### config.mk
export PLATFORM = sky130hd
export DESIGN_NAME = io_decode_ctrl
export DESIGN_NICKNAME = d
export VERILOG_FILES = /design/src/rtl/io_decode_pkg.sv /design/src/rtl/io_decode_cfg.sv /design/src/rtl/io_decode_ctrl.sv
export SDC_FILE = /design/constraint.sdc
export NUM_CORES = 2
export LEC_CHECK = 0
export ABC_AREA = 1
export ABC_CLOCK_PERIOD_IN_PS = 2800
export CAP_MARGIN = 40
export CORE_UTILIZATION = 35
export CTS_BUF_LIST = sky130_fd_sc_hd__clkbuf_4 sky130_fd_sc_hd__clkbuf_8
export CTS_CLUSTER_DIAMETER = 30
export CTS_CLUSTER_SIZE = 20
export DETAILED_ROUTE_END_ITERATION = 6
export GPL_ROUTABILITY_DRIVEN = 0
export PLACE_DENSITY_LB_ADDON = 0.2
export SLEW_MARGIN = 10
export SYNTH_ARGS = -nofsm -noshare
export SYNTH_HDL_FRONTEND = slang
export SYNTH_HIERARCHICAL = 1
export SYNTH_SLANG_ARGS = --single-unit
### constraint.sdc
create_clock -name clk -period 2.8 [get_ports clk]
set_input_delay 0.28 -clock clk [delete_from_list [all_inputs] [get_ports clk]]
set_output_delay 0.28 -clock clk [all_outputs]
set_load 0.05 [all_outputs]
### src/rtl/io_decode_pkg.sv
// Shared types and constants for the I/O address decoder and its config store.
package io_decode_pkg;

  typedef enum logic [1:0] {
    IDLE,
    ACCESS,
    DONE,
    ERR
  } state_t;

  // Each decode window occupies a 16-byte slice of the config byte space.
  localparam int unsigned WIN_STRIDE = 16;

  // Byte offsets within a window slice.
  localparam int unsigned K_BASE = 0;
  localparam int unsigned K_MASK = 4;
  localparam int unsigned K_SLOT = 8;
  localparam int unsigned K_OP   = 9;
  localparam int unsigned K_WAIT = 10;
  localparam int unsigned K_TMO  = 11;

  // Bit positions in the op config byte.
  localparam int unsigned OP_RD = 0;
  localparam int unsigned OP_WR = 1;
  localparam int unsigned OP_EN = 7;

  // Bit positions in the packed 3-bit op field exported by the config store.
  localparam int unsigned OPF_RD = 0;
  localparam int unsigned OPF_WR = 1;
  localparam int unsigned OPF_EN = 2;
  localparam int unsigned OPF_W  = 3;

endpackage

### src/rtl/io_decode_cfg.sv
// Byte-addressed decode-window configuration store, exported as flat vectors.
module io_decode_cfg
  import io_decode_pkg::*;
#(
  parameter int unsigned ADDR_W  = 32,
  parameter int unsigned NUM_WIN = 16
) (
  input  logic                      clk,
  input  logic                      rst,
  input  logic                      cfg_we,
  input  logic [7:0]                cfg_addr,
  input  logic [7:0]                cfg_wdata,
  output logic [NUM_WIN*ADDR_W-1:0] base_flat,
  output logic [NUM_WIN*ADDR_W-1:0] mask_flat,
  output logic [NUM_WIN*3-1:0]      slot_flat,
  output logic [NUM_WIN*OPF_W-1:0]  op_flat,
  output logic [NUM_WIN*8-1:0]      wait_flat,
  output logic [NUM_WIN*8-1:0]      tmo_flat
);

  logic [ADDR_W-1:0] base_r [NUM_WIN];
  logic [ADDR_W-1:0] mask_r [NUM_WIN];
  logic [2:0]        slot_r [NUM_WIN];
  logic [OPF_W-1:0]  op_r   [NUM_WIN];
  logic [7:0]        wait_r [NUM_WIN];
  logic [7:0]        tmo_r  [NUM_WIN];

  logic [3:0] win_sel;
  logic [3:0] k_sel;

  assign win_sel = 4'(cfg_addr / 8'(WIN_STRIDE));
  assign k_sel   = 4'(cfg_addr % 8'(WIN_STRIDE));

  // Byte writes into the selected window; base/mask bytes beyond ADDR_W have no storage.
  always_ff @(posedge clk) begin
    if (rst) begin
      for (int unsigned w = 0; w < NUM_WIN; w++) begin
        base_r[w] <= '0;
        mask_r[w] <= '0;
        slot_r[w] <= '0;
        op_r[w]   <= '0;
        wait_r[w] <= '0;
        tmo_r[w]  <= '0;
      end
    end else if (cfg_we) begin
      for (int unsigned w = 0; w < NUM_WIN; w++) begin
        if (win_sel == 4'(w)) begin
          for (int unsigned b = 0; b < ADDR_W; b++) begin
            if (k_sel == 4'(K_BASE + b / 8)) base_r[w][b] <= cfg_wdata[b[2:0]];
            if (k_sel == 4'(K_MASK + b / 8)) mask_r[w][b] <= cfg_wdata[b[2:0]];
          end
          if (k_sel == 4'(K_SLOT)) slot_r[w] <= cfg_wdata[2:0];
          if (k_sel == 4'(K_OP))
            op_r[w] <= {cfg_wdata[OP_EN], cfg_wdata[OP_WR], cfg_wdata[OP_RD]};
          if (k_sel == 4'(K_WAIT)) wait_r[w] <= cfg_wdata;
          if (k_sel == 4'(K_TMO))  tmo_r[w]  <= cfg_wdata;
        end
      end
    end
  end

  // Flatten the per-window fields for the decoder.
  always_comb begin
    base_flat = '0;
    mask_flat = '0;
    slot_flat = '0;
    op_flat   = '0;
    wait_flat = '0;
    tmo_flat  = '0;
    for (int unsigned w = 0; w < NUM_WIN; w++) begin
      base_flat[w*ADDR_W +: ADDR_W] = base_r[w];
      mask_flat[w*ADDR_W +: ADDR_W] = mask_r[w];
      slot_flat[w*3 +: 3]           = slot_r[w];
      op_flat[w*OPF_W +: OPF_W]     = op_r[w];
      wait_flat[w*8 +: 8]           = wait_r[w];
      tmo_flat[w*8 +: 8]            = tmo_r[w];
    end
  end

endmodule

### src/rtl/io_decode_ctrl.sv
// Host I/O cycle decoder: window match, slot chip-select, wait/timeout handshake.
module io_decode_ctrl
  import io_decode_pkg::*;
#(
  parameter int unsigned ADDR_W    = 32,
  parameter int unsigned NUM_WIN   = 16,
  parameter int unsigned NUM_SLOTS = 5
) (
  input  logic                 clk,
  input  logic                 rst,
  input  logic [ADDR_W-1:0]    addr,
  input  logic                 iorq_n,
  input  logic                 r_w_,
  input  logic [NUM_SLOTS-1:0] dev_ready_n,
  input  logic                 cfg_we,
  input  logic [7:0]           cfg_addr,
  input  logic [7:0]           cfg_wdata,
  output logic [NUM_SLOTS-1:0] cs_n,
  output logic                 ready_n,
  output logic                 bus_err,
  output logic                 data_oe_n,
  output logic                 data_dir,
  output logic                 ff_oe_n,
  output logic                 win_valid,
  output logic [3:0]           win_index,
  output logic [7:0]           err_count
);

  logic [NUM_WIN*ADDR_W-1:0] base_flat;
  logic [NUM_WIN*ADDR_W-1:0] mask_flat;
  logic [NUM_WIN*3-1:0]      slot_flat;
  logic [NUM_WIN*OPF_W-1:0]  op_flat;
  logic [NUM_WIN*8-1:0]      wait_flat;
  logic [NUM_WIN*8-1:0]      tmo_flat;

  io_decode_cfg #(
    .ADDR_W  (ADDR_W),
    .NUM_WIN (NUM_WIN)
  ) u_cfg (
    .clk       (clk),
    .rst       (rst),
    .cfg_we    (cfg_we),
    .cfg_addr  (cfg_addr),
    .cfg_wdata (cfg_wdata),
    .base_flat (base_flat),
    .mask_flat (mask_flat),
    .slot_flat (slot_flat),
    .op_flat   (op_flat),
    .wait_flat (wait_flat),
    .tmo_flat  (tmo_flat)
  );

  state_t state, state_nxt;

  logic       hit;
  logic [3:0] hit_idx;
  logic [2:0] hit_slot;
  logic [7:0] hit_wait;
  logic [7:0] hit_tmo;

  logic       rw_q;
  logic [2:0] slot_q;
  logic [7:0] wait_cnt;
  logic [7:0] tmo_q;
  logic [7:0] acc_cnt;
  logic [7:0] acc_inc;
  logic       tmo_hit;
  logic       slot_rdy;
  logic [NUM_SLOTS-1:0] sel_n;

  // Priority window match: the first enabled window that matches wins.
  always_comb begin
    hit      = 1'b0;
    hit_idx  = '0;
    hit_slot = '0;
    hit_wait = '0;
    hit_tmo  = '0;
    for (int unsigned i = 0; i < NUM_WIN; i++) begin
      if (!hit && op_flat[i*OPF_W + OPF_EN]
          && (((addr ^ base_flat[i*ADDR_W +: ADDR_W]) & mask_flat[i*ADDR_W +: ADDR_W]) == '0)
          && (r_w_ ? op_flat[i*OPF_W + OPF_RD] : op_flat[i*OPF_W + OPF_WR])) begin
        hit      = 1'b1;
        hit_idx  = 4'(i);
        hit_slot = slot_flat[i*3 +: 3];
        hit_wait = wait_flat[i*8 +: 8];
        hit_tmo  = tmo_flat[i*8 +: 8];
      end
    end
  end

  // Latched slot's chip-select pattern and ready; a slot beyond NUM_SLOTS never selects nor readies.
  always_comb begin
    sel_n    = '1;
    slot_rdy = 1'b0;
    for (int unsigned s = 0; s < NUM_SLOTS; s++) begin
      if (slot_q == 3'(s)) begin
        sel_n[s] = 1'b0;
        slot_rdy = dev_ready_n[s];
      end
    end
  end

  assign acc_inc  = acc_cnt + 8'd1;
  assign tmo_hit  = (tmo_q != 8'd0) && (acc_inc == tmo_q);
  assign data_dir = rw_q;

  // State register.
  always_ff @(posedge clk) begin
    if (rst) state <= IDLE;
    else     state <= state_nxt;
  end

  // Next state and Moore outputs; abort beats timeout, timeout beats ready.
  always_comb begin
    state_nxt = state;
    cs_n      = '1;
    ready_n   = 1'b1;
    bus_err   = 1'b0;
    data_oe_n = 1'b1;
    ff_oe_n   = 1'b1;
    case (state)
      IDLE: begin
        if (!iorq_n) state_nxt = hit ? ACCESS : DONE;
      end
      ACCESS: begin
        cs_n      = sel_n;
        data_oe_n = !win_valid;
        if (iorq_n)                              state_nxt = IDLE;
        else if (tmo_hit)                        state_nxt = ERR;
        else if (wait_cnt == 8'd0 && slot_rdy)   state_nxt = DONE;
      end
      DONE: begin
        ready_n = 1'b0;
        if (win_valid) begin
          cs_n      = sel_n;
          data_oe_n = 1'b0;
        end else begin
          ff_oe_n = !rw_q;
        end
        if (iorq_n) state_nxt = IDLE;
      end
      ERR: begin
        ready_n = 1'b0;
        bus_err = 1'b1;
        if (iorq_n) state_nxt = IDLE;
      end
      default: state_nxt = IDLE;
    endcase
  end

  // Cycle attributes latched at decode, wait/timeout counting, error tally.
  always_ff @(posedge clk) begin
    if (rst) begin
      win_valid <= 1'b0;
      win_index <= '0;
      rw_q      <= 1'b0;
      slot_q    <= '0;
      wait_cnt  <= '0;
      tmo_q     <= '0;
      acc_cnt   <= '0;
      err_count <= '0;
    end else begin
      if (state == IDLE && !iorq_n) begin
        win_valid <= hit;
        win_index <= hit_idx;
        rw_q      <= r_w_;
        slot_q    <= hit_slot;
        wait_cnt  <= hit_wait;
        tmo_q     <= hit_tmo;
        acc_cnt   <= '0;
      end
      if (state == ACCESS) begin
        if (wait_cnt != 8'd0) wait_cnt <= wait_cnt - 8'd1;
        acc_cnt <= acc_inc;
        if (iorq_n) begin
          win_valid <= 1'b0;
          win_index <= '0;
          rw_q      <= 1'b0;
        end else if (tmo_hit && err_count != 8'hFF) begin
          err_count <= err_count + 8'd1;
        end
      end
    end
  end

endmodule

==> impl_metrics.json <==
{
  "dp_hpwl_um": 137000,
  "period_minus_slack_ns": 3.36,
  "crit-reg2reg-capture": "wait_cnt[4]$_SDFF_PP0_",
  "initialDrtViolationCount": 4156,
  "routed_length_per_placed_instance_um": 22.3,
  "delay_of_the_slowest_cell_on_the_worst_path_ns": 0.43,
  "die_width_um": 425,
  "worst-path-buf-inv": 3,
  "number_of_antenna_violations_at_the_first_check_in_global_routing": 5,
  "postSynthNetCount": 5927,
  "synth_warnings": 6,
  "worst-endpoint-arrival_ns": 4.25,
  "io_buffers": 80,
  "timing.final.setup_violations": 26,
  "fmax_ghz": 0.297,
  "cts_tree": "yes",
  "post_synth_instance_area_sq_um": 62700,
  "cellInternalPower_w": 0.0426,
  "hold_path_end": "u_cfg/tmo_r[0][55]$_SDFFCE_PN0P_",
  "die_area_sq_um": 181000,
  "die_h_um": 425,
  "timing.reg2reg.worst_path_depth": 25,
  "timing.final.hold_violations": 0,
  "timing.final.ws_setup_ns": -0.563,
  "yosysTopAreaCellShare": 0.659,
  "final-max-slew-violation-count": 0,
  "area.sequential_sq_um": 42200,
  "clock_skews_ns": 0.0585,
  "worst_setup_path_start_kind": "flip-flop",
  "hold_path.class": "in -> reg",
  "area_delta_synth_final_pct": 26.2,
  "global_route_wire_length_before_repair_um": 295000,
  "layout.core_utilization": 0.444,
  "critical-path-top-cell-by-count": "nand2_1",
  "slew-limit-headroom": 0.469,
  "synth-edff-count": 1376,
  "cell_types_occupying_the_most_area_after_synthesis": "edfxtp_1 66%, nand2_1 7.8%, nor2_1 5.5%",
  "ys.flop_type": "edfxtp_1",
  "synthesis.area_per_instance_sq_um": 10.7,
  "regToRegSetupSlack_ns": -0.56,
  "row_count": 155,
  "pwr-share-clk": 0.466,
  "net_switching_power_w": 0.0143,
  "detail_route.drc_violations": 0,
  "starting_density_of_the_core": 0.352,
  "layout.filler_cells": 16593,
  "cp_data_required_time_ns": 3.69,
  "holdCritStartpoint": "cfg_wdata[7]",
  "grtUsageMet1": 0.306,
  "route.vias.total": 46413,
  "drv.max_cap_violation_count": 0,
  "design_area_sq_um": 79200,
  "power.leakage_nw": 29.9,
  "htree_levels": 5,
  "drt_first_pass_iters": 6,
  "ys_async_sr_fraction": 0,
  "grtUsageMet3": 0.0368,
  "critPathKind": "reg -> reg",
  "power.sequential.fraction": 0.444,
  "final.hold.worst_slack_ns": 0.218,
  "via_count_normalized_by_instance_count": 5.05,
  "drive_above_1_share": 0.256,
  "irDropWorstVdd_mv": 0.444,
  "dp_slack_ns": -1.28,
  "postRouteWirelength_um": 205000,
  "postSynthCellCount": 5860,
  "setup_repair_after_global_routing_missed_its_margin": "yes",
  "outcome": "finished, violations left",
  "grt-busiest-layer": "met2",
  "global_route.usage.total": 0.223,
  "post_synth_num_cell_types": 60,
  "first_global_vias": 44345,
  "ff_to_ff_start": "u_cfg/base_r[0][77]$_SDFFCE_PN0P_",
  "tritoncts.num_buffers": 342,
  "crit_family": "simple AND/OR/NAND/NOR gates",
  "clock_insertion_delay_worst_skew_ns": 1.01,
  "clkSinkCount": 1419,
  "ant_nets": 0,
  "final_total_pwr_w": 0.0569,
  "multiInputGateArea_sq_um": 19200,
  "finalNetCount": 6642,
  "grt-ovfl-total": 0,
  "min_delay_path_depth": 3,
  "combPwrFrac": 0.090,
  "layout_common_cells": "1376 x edfxtp_1, 1210 x nand2_1, 882 x nor2_1",
  "grt_max_degree": 91,
  "slowest_stage": "edfxtp_1",
  "commonest_non_fill_non_tap_cell_in_the_layout": "edfxtp_1",
  "critical_path_peak_fanout": 8,
  "clock_tree.buffer_depth": 4,
  "dpl_cell_area_sq_um": 69900,
  "post_synthesis_sequential_area_ratio": 0.672,
  "cellPowerDensity_nw_per_um2": 718,
  "core_sq_um": 178000,
  "worstSetupEndpointType": "flip-flop",
  "cts.reportedPaths.clkPinSlew_ns": 0.08,
  "ctsHoldBuffers": 0,
  "synth_register_bits": 1419,
  "switching_share": 0.251,
  "synth_top_cell_by_area": "edfxtp_1",
  "cts-root-buf": "clkbuf_8",
  "failed_checks": "setup timing",
  "worst_slew_pin_slew_ns": 0.788,
  "io_pins": 81,
  "layout_worst_path_cycle_share": 1.20,
  "groute.layer.met2.usage": 0.356
}
[cell families after synthesis]
group	count (synthesis)	synth area share
DFF	1419	0.672
xor gates and xnor gates	67	0.00935
buffers and inverters	617	0.0443
adders and majority gates	9	0.00180
AOI/OAI and AO/OA	597	0.0531
and+or+nand+nor	3151	0.219
[worst reg2reg max path, cell delays in order (launching register included)]
cell and delay, ns:
edfxtp_1 0.43, nand2_1 0.10, nand3_1 0.07, nand2_1 0.08
nor2_2 0.06, nand2_2 0.08, nor2_4 0.05, buf_6 0.12
nand3_4 0.12, nand3_4 0.12, nor2_8 0.16, nand2_4 0.07
inv_2 0.06, nand3b_4 0.10, nor2_8 0.20, nand4_4 0.18
nor3_4 0.32, nand2_2 0.13, nor2_4 0.14, nand2_4 0.11
buf_12 0.16, nand2_8 0.09, o21ai_1 0.08, nand2_1 0.07
nand2_1 0.06, a21oi_2 0.10
[synthesized netlist by cell type, types with 8 or more instances]
cell and count:
edfxtp_1 1376, nand2_1 1311, nor2_1 925, nand3_1 298, inv_1 276, o21ai_0 265, nor3_1 221, a21oi_1 171
or2_2 137, clkbuf_1 124, buf_2 87, xor2_1 67, nand2_2 66, nand4_1 50, buf_4 45, dfxtp_1 43
o22ai_1 38, o21ai_1 37, nor4_1 34, or2_1 34, buf_1 28, inv_2 27, buf_6 24, o21a_1 21
o211ai_1 20, or2_0 14, nor2_4 12, a2111oi_0 10, ha_1 9, nand3b_1 9, nand3_2 8
[repair_timing]
item / CTS / global route
setup endpoints to repair: 40 / 36
pin swaps: 65 / 166
resized for setup: 167 / 283
buffers inserted: 17 / 24
gates cloned: 6 / 3
[routing by layer]
layer | wire length [um] | part of all wire
met3 | 14000 | 0.068
met2 | 95300 | 0.47
met5 | 0 | 0
met1 | 89400 | 0.44
met4 | 5970 | 0.029
[cell type report]
type	count	share of cell area
repair buffers	679	0.0801
clock buffers	406	0.0665
multi-input cells	3825	0.242
well taps	2355	0.0372
repair inverters	1	0.0000632
flip-flops and latches	1419	0.533
inverters	307	0.0150
clock inverters	190	0.0261
diodes	4	0.000126
[power groups by stage]
| stage | combinational (W) | sequential [W] | clock, W |
|---|---|---|---|
| finish | 0.00514 | 0.0253 | 0.0265 |
| global route | 0.00553 | 0.0254 | 0.0279 |
| CTS | 0.00507 | 0.0252 | 0.0269 |
| detailed placement | 0.00503 | 0.0256 | 0 |
| global placement | 0.00500 | 0.0256 | 0 |
| floorplan | 0.00281 | 0.0256 | 0 |
[worst max-delay path by stage]
stage	from	end	slack (ns)	cells after the start
3_3_place_gp	r_w_	wait_cnt[3]$_SDFF_PP0_	-1.21	27
5_1_grt	u_cfg/base_r[0][70]$_SDFFCE_PN0P_	slot_q[1]$_SDFFE_PP0P_	-0.69	25
6_report	u_cfg/base_r[0][77]$_SDFFCE_PN0P_	wait_cnt[4]$_SDFF_PP0_	-0.56	25
3_5_place_dp	r_w_	wait_cnt[3]$_SDFF_PP0_	-1.28	27
4_1_cts	u_cfg/base_r[0][7]$_SDFFCE_PN0P_	wait_cnt[4]$_SDFF_PP0_	-0.55	27
2_1_floorplan	addr[3]	wait_cnt[6]$_SDFF_PP0_	0.16	18
[stage by stage]
step	cells	TNS, ns
after floorplan	5860	0
after global placement	8540	-27.85
after detailed placement	8541	-30.01
after CTS	9159	-12.53
after global routing	9183	-15.58
final	9186	-11.76
[registers in the layout (all words and copies together) (netlist names)]
signal and cells:
win_valid 1, u_cfg/tmo_r 128, u_cfg/wait_r 128, data_dir 1, wait_cnt 8, acc_cnt 8
u_cfg/base_r 512, tmo_q 8, win_index 4, u_cfg/mask_r 512, u_cfg/slot_r 48, u_cfg/op_r 48
state 2, slot_q 3, err_count 8
No activity file was read; power rests on OpenSTA's default activity.
